$ cat src/rtl/clock_div_prog.sv
// Programmable integer-N clock divider: 50% duty for odd and even N, divisor
// changes applied only at output-period boundaries, run/stop gating and bypass.
module clock_div_prog #(
    parameter int SIZE      = 8,
    parameter int RESET_DIV = 2
) (
    input  logic            clk,
    input  logic            resetb,
    input  logic [SIZE-1:0] N,
    input  logic            load,
    input  logic            enable,
    output logic            out,
    output logic            tick,
    output logic            busy,
    output logic [SIZE-1:0] div_cur
);

    typedef enum logic {
        STOP = 1'b0,
        RUN  = 1'b1
    } state_t;

    state_t          r_state;
    logic [SIZE-1:0] r_cnt;
    logic [SIZE-1:0] r_pend;
    logic            r_hi_p;
    logic            r_hi_n;
    logic            r_run_n;

    logic            w_bypass;
    logic            w_boundary;
    logic            w_apply;
    logic            w_hi_next;
    logic            w_out;
    logic [SIZE-1:0] w_last;
    logic [SIZE-1:0] w_half;
    logic [SIZE-1:0] w_cnt_inc;

    // Period decode derived from the divisor in effect.
    always_comb begin
        w_bypass   = (div_cur < SIZE'(2));
        w_last     = div_cur - SIZE'(1);
        w_half     = div_cur >> 1'b1;
        w_cnt_inc  = r_cnt + SIZE'(1);
        w_hi_next  = (w_cnt_inc < w_half);
        w_boundary = (r_state == RUN) && (w_bypass || (r_cnt == w_last));
        w_apply    = busy && ((r_state == STOP) || w_boundary);
    end

    // Run/stop control, period counter, load/busy handshake and rising-edge phase.
    always_ff @(posedge clk or negedge resetb) begin
        if (!resetb) begin
            r_state <= STOP;
            r_cnt   <= {SIZE{1'b0}};
            r_pend  <= {SIZE{1'b0}};
            r_hi_p  <= 1'b0;
            tick    <= 1'b0;
            busy    <= 1'b0;
            div_cur <= SIZE'(RESET_DIV);
        end else begin
            // A pending divisor wins over a new request on the same edge.
            if (w_apply) begin
                div_cur <= r_pend;
                busy    <= 1'b0;
            end else if (load && !busy) begin
                r_pend <= N;
                busy   <= 1'b1;
            end else begin
                busy <= busy;
            end

            case (r_state)
                STOP: begin
                    r_cnt <= {SIZE{1'b0}};
                    if (enable) begin
                        r_state <= RUN;
                        r_hi_p  <= 1'b1;
                        tick    <= 1'b1;
                    end else begin
                        r_hi_p <= 1'b0;
                        tick   <= 1'b0;
                    end
                end
                RUN: begin
                    if (w_boundary) begin
                        r_cnt <= {SIZE{1'b0}};
                        if (enable) begin
                            r_hi_p <= 1'b1;
                            tick   <= 1'b1;
                        end else begin
                            r_state <= STOP;
                            r_hi_p  <= 1'b0;
                            tick    <= 1'b0;
                        end
                    end else begin
                        r_cnt  <= w_cnt_inc;
                        r_hi_p <= w_hi_next;
                        tick   <= 1'b0;
                    end
                end
                default: begin
                    r_state <= STOP;
                    r_cnt   <= {SIZE{1'b0}};
                    r_hi_p  <= 1'b0;
                    tick    <= 1'b0;
                end
            endcase
        end
    end

    // Falling-edge stage: half-cycle extension for odd divisors and bypass gate.
    always_ff @(negedge clk or negedge resetb) begin
        if (!resetb) begin
            r_hi_n  <= 1'b0;
            r_run_n <= 1'b0;
        end else begin
            r_hi_n  <= r_hi_p;
            r_run_n <= (r_state == RUN);
        end
    end

    // Output select; mode only changes at a boundary while the output is low.
    always_comb begin
        if (w_bypass) begin
            w_out = clk & r_run_n;
        end else if (div_cur[0]) begin
            w_out = r_hi_p | r_hi_n;
        end else begin
            w_out = r_hi_p;
        end
    end

    assign out = w_out;

endmodule

$ cat config.mk
export PLATFORM = sky130hd
export DESIGN_NAME = clock_div_prog
export DESIGN_NICKNAME = d
export VERILOG_FILES = /design/src/rtl/clock_div_prog.sv
export SDC_FILE = /design/constraint.sdc
export NUM_CORES = 1
export LEC_CHECK = 0
export ABC_AREA = 1
export CAP_MARGIN = 10
export CELL_PAD_IN_SITES_DETAIL_PLACEMENT = 0
export CELL_PAD_IN_SITES_GLOBAL_PLACEMENT = 1
export CORE_MARGIN = 10
export CORE_UTILIZATION = 35
export DETAILED_ROUTE_END_ITERATION = 10
export PLACE_DENSITY_LB_ADDON = 0.1
export SKIP_LAST_GASP = 1
export SLEW_MARGIN = 5
export SYNTH_ARGS = -nofsm -noshare
export SYNTH_HDL_FRONTEND = slang
export SYNTH_SLANG_ARGS = --single-unit
$ cat constraint.sdc
create_clock -name clk -period 3.1 [get_ports clk]
set_input_delay 0.62 -clock clk [delete_from_list [all_inputs] [get_ports clk]]
set_output_delay 0.62 -clock clk [all_outputs]
set_load 0.01 [all_outputs]
* After elaboration in Yosys (flattened, before gate mapping) *
Index checks and enable logic that the tools add are counted.

storage, ports and cells
  input bits = 12
  output and inout bits = 11
  register bits after elaboration = 30

operators by class
  multiplexer cells = 13
  bitwise operators = 4
  equal/unequal tests = 1
  order comparisons = 2
  reduce and logical (&&, ||, !) cells = 8
  add/sub/neg operators = 2

operators by type and width
  operator             count
  $pmux 8 s2           1
  $add 8x1->8 const B  1
  $eq 8x8->1           1
  $lt 8x2->1 const B   1
  $lt 8x7->1           1
  $mux 1               8
  $mux 8               1
  $sub 8x1->8 const B  1
  $pmux 1 s2           3
  $logic_and 1x1->1    3
  $logic_or 1x1->1     2
  $not 1->1            2
  $reduce_and 2->1     1
  $reduce_bool 2->1    1
  $and 1x1->1          1
  $logic_not 1->1      1
  $or 1x1->1           1

* Longest topological paths before layout *
  word-level depth = 8
  gate-level depth with buffers = 15

==> results <==
where the power goes:
group	internal [mW]	total, mW	switching (mW)	leakage (nW)
Clock	0.270	0.438	0.168	0.0744
Sequential	0.565	0.744	0.179	0.362
Combinational	0.462	1.01	0.552	0.666
Total	1.30	2.20	0.899	1.10
critical path: cells and delay by family (launching register included):
family	cells	cell delay [ps]
flip-flops	1	400
AO/OA/AOI/OAI	2	160
buffers and inverters	1	140
worst min-delay path by stage:
stage | start | end | slack, ps | cells after the start
after floorplan | resetb | busy$_DFFE_PN0P_ | 320 | 0
after global placement | r_pend[4]$_DFFE_PN0P_ | r_pend[4]$_DFFE_PN0P_ | 490 | 1
after detailed placement | r_pend[5]$_DFFE_PN0P_ | div_cur[5]$_DFFE_PN0P_ | 490 | 2
after CTS | r_pend[5]$_DFFE_PN0P_ | div_cur[5]$_DFFE_PN0P_ | 510 | 2
after global routing | r_pend[1]$_DFFE_PN0P_ | r_pend[1]$_DFFE_PN0P_ | 530 | 1
final | r_pend[5]$_DFFE_PN0P_ | div_cur[5]$_DFFE_PN0P_ | 500 | 2
layout make-up:
type / instances / area, sq um / share of cell area
clock inverters: 1 / 5.00 / 0.00241
flip-flops and latches: 30 / 752 / 0.362
repair buffers: 24 / 233 / 0.112
multi-input cells: 140 / 769 / 0.370
well taps: 54 / 67.6 / 0.0325
inverters: 32 / 120 / 0.0578
clock buffers: 11 / 133 / 0.0638
registers in the layout, summed over array words and instances, names as in the netlist:
name,count
r_state,1
r_hi_p,1
div_cur,8
r_pend,8
tick,1
busy,1
r_cnt,8
r_run_n,1
r_hi_n,1
cells in the final DEF, fill, tap and decap left out, drive strengths merged:
master,netlist,final
dfrtn,2,2
buf,3,4
nand2,66,66
o21ai,4,4
xnor2,4,4
nand3b,2,2
dfstp,1,1
nor4,1,1
clkdlybuf4s50,0,21
clkinv,1,2
xor2,7,7
nor2,18,18
clkbuf,1,10
mux2,8,8
or2,1,1
dfrtp,27,27
a21oi,3,3
nand3,17,17
ha,8,8
inv,31,31
nand4,1,1
per-layer routing:
metal | up-vias | GRT usage
met5 | - | 0
met4 | 0 | 0.0607
met3 | 5 | 0.0356
met2 | 20 | 0.170
met1 | 598 | 0.113
li1 | 698 | -
cells by family after synthesis:
logic type / synth area share
and+or+nand+nor: 0.266
DFF: 0.451
buffers and inverters: 0.0907
muxes: 0.0540
adders and majority gates: 0.0600
xor gates and xnor gates: 0.0577
AOI/OAI and AO/OA: 0.0210
timing repair:
| item | 4_1_cts | 5_1_grt |
|---|---|---|
| gates resized for setup | 5 | 1 |
| setup buffers | 0 | 0 |
| hold endpoints to repair | 0 | 0 |
| pin swaps | 1 | 0 |
| endpoints found under the setup margin | 3 | 3 |
through the flow:
step                      cell area (sq um)  setup WS (ps)
after floorplan                        1670            227
after global placement                 1950           -168
after detailed placement               1950           -174
after CTS                              2080           -190
after global routing                   2080           -216
final                                  2080           -172
==> impl_summary.md <==
Power
In this run the static leakage power is about 1.1 nW. The final total power is ~2.2 mW. The power density over the cells is between 1000 and 1500 nW/um^2.

VDD sags by at most 0.443 mV.

STA
The number of hold-slack violations in the final timing report came to 0. Setup repair after global routing could not meet its margin everywhere. Measured against its own limit, the worst slew margin works out to 0.688. At the pin with the least slew margin, the transition time is around 460 ps. The worst hold slack after final layout is between 500 and 600 ps. The final max-slew violation count came to 0. Setup total negative slack on the finished layout was measured at -172 ps. After layout, the worst setup slack is -172 ps.

The worst-case clock skew is roughly 24 ps. Setup violations remaining at the end of the flow were counted as 3.

Drt
The count of nets left with antenna violations after detail routing is 0. Detailed routing placed a total of approximately 140 um of wire on met3. The wire length on met2 is around 1.7 mm. After the first detailed-routing iteration, the DRC count stood at 51.

The highest routed metal layer is met4. The via count normalized by instance count is 4.52. The final routed wire length divided by cell count is between 10 and 15 um.

The pre-antenna-repair detailed-routing pass consisted of 4 iterations. The count of vias placed by the detailed router is between 1000 and 1500. The final layout contains routed wiring with a total length of ~3.5 mm. The post-detailed-route DRC marker count is 0. For this block, wires on met1 add up to 1.56 mm.

Synth
The largest area contributor in the synthesized netlist is dfrtp_1. In the synthesized netlist, the cells that appear most often are nand2_1 (65), inv_1 (31), dfrtp_1 (27). Summing every instance area after synthesis gives between 1500 and 2000 sq um. The most common cell in the synthesized netlist is nand2_1.

Of the synthesized area, sequential elements account for 0.451. The synthesis warning total is 0. The number of synthesized flops with an enable pin is 0. Counting flops with an async set or reset pin after synthesis yields a share of 1.00.

By area the synthesized netlist is led by dfrtp_1 (40%), nand2_1 (15%), inv_1 (7.0%). Of the post-synthesis cell area, the dominant cell type holds 0.405. In this run, synthesis produced a sequential element count of 30.

The number of instances in the synthesized netlist is approximately 200. The average instance in the mapped netlist occupies about 8.1 sq um. The synthesized netlist contains 23 unique library cells. Synthesis produced a netlist with a net count of between 200 and 250. The predominant post-synthesis flop cell is dfrtp_1.

Job
Max-cap violations in this run came to 0.

Setup path
The capturing element of the worst setup path is out. The signal on the critical path passes through a21oi_2 -> o21ai_1 -> buf_2. The maximum fanout encountered on the critical timing path is 1.

The flop-to-flop setup slack is roughly 900 ps. The startpoint identified for the worst register-to-register timing path is div_cur[0]$_DFFE_PN0P_. The worst register-to-register path ends at r_cnt[6]$_DFF_PN0_. STA puts the critical path data required time at between 2000 and 2500 ps. The worst register-to-register path has a depth of 12. In this design, the stage delay of the slowest critical-path cell is approximately 400 ps. The critical path data arrival time is around 2700 ps. The element type at the critical path end is an output port. STA classifies the critical path startpoint as a register. The worst setup path is of the register to output port kind. The critical-path cell with the highest stage delay is dfrtn_1. Tracing the worst setup path back leads to its startpoint at r_hi_n$_DFF_NN0_.

Run status
The flow ran to the end, but the final reports show violations. The final reports fail on setup timing.

Die
From left edge to right edge, the die measures roughly 89 um. 23 I/O pins were placed. The area of the die is between 7000 and 8000 sq um. The core box area is between 4000 and 5000 sq um. The floorplan row count is 25. For this configuration, the core starts out at a cell density of 0.358.

The vertical die dimension is slightly below 90 um.

Global route
The wire length of the first global-routing pass is 6.28 mm. The initial antenna violation count was 0. Entering global routing, the biggest net connects 16 pins. The total grt overflow is 0. In the global route stage, overall resource usage came out at 0.103. The via count of the first global-routing pass was about 1400.

Place
Input and output buffers added on the ports amount to 22. The placed instance count is roughly 280. At the end of routability-driven placement, the weighted congestion stood at between 0.7 and 0.8.

Detailed placement finished with a half-perimeter wire length of 2.85 mm.

Clock network
After clock tree synthesis, the clock-pin slew on the worst setup and hold paths is roughly 60 ps. In this run, post-CTS hold repair placed 0 buffers. At the later pin of the worst-skew pair, clock insertion delay measures ~400 ps. The TritonCTS clock tree is yes.

Final layout
The share of the core filled with cells in the final layout is 0.446. The net count of the finished layout is 257. In the final layout, the share of cells above drive strength 1 is 0.113. The filler cell count is 470.

The count of non-filler cells in the finished layout is approximately 300. The number of antenna diodes in the final layout is 0. The area growth from synthesis to final layout is 24.6%.

Min path
The worst min-delay path category is register to register.
No activity file was read; power rests on OpenSTA's default activity.
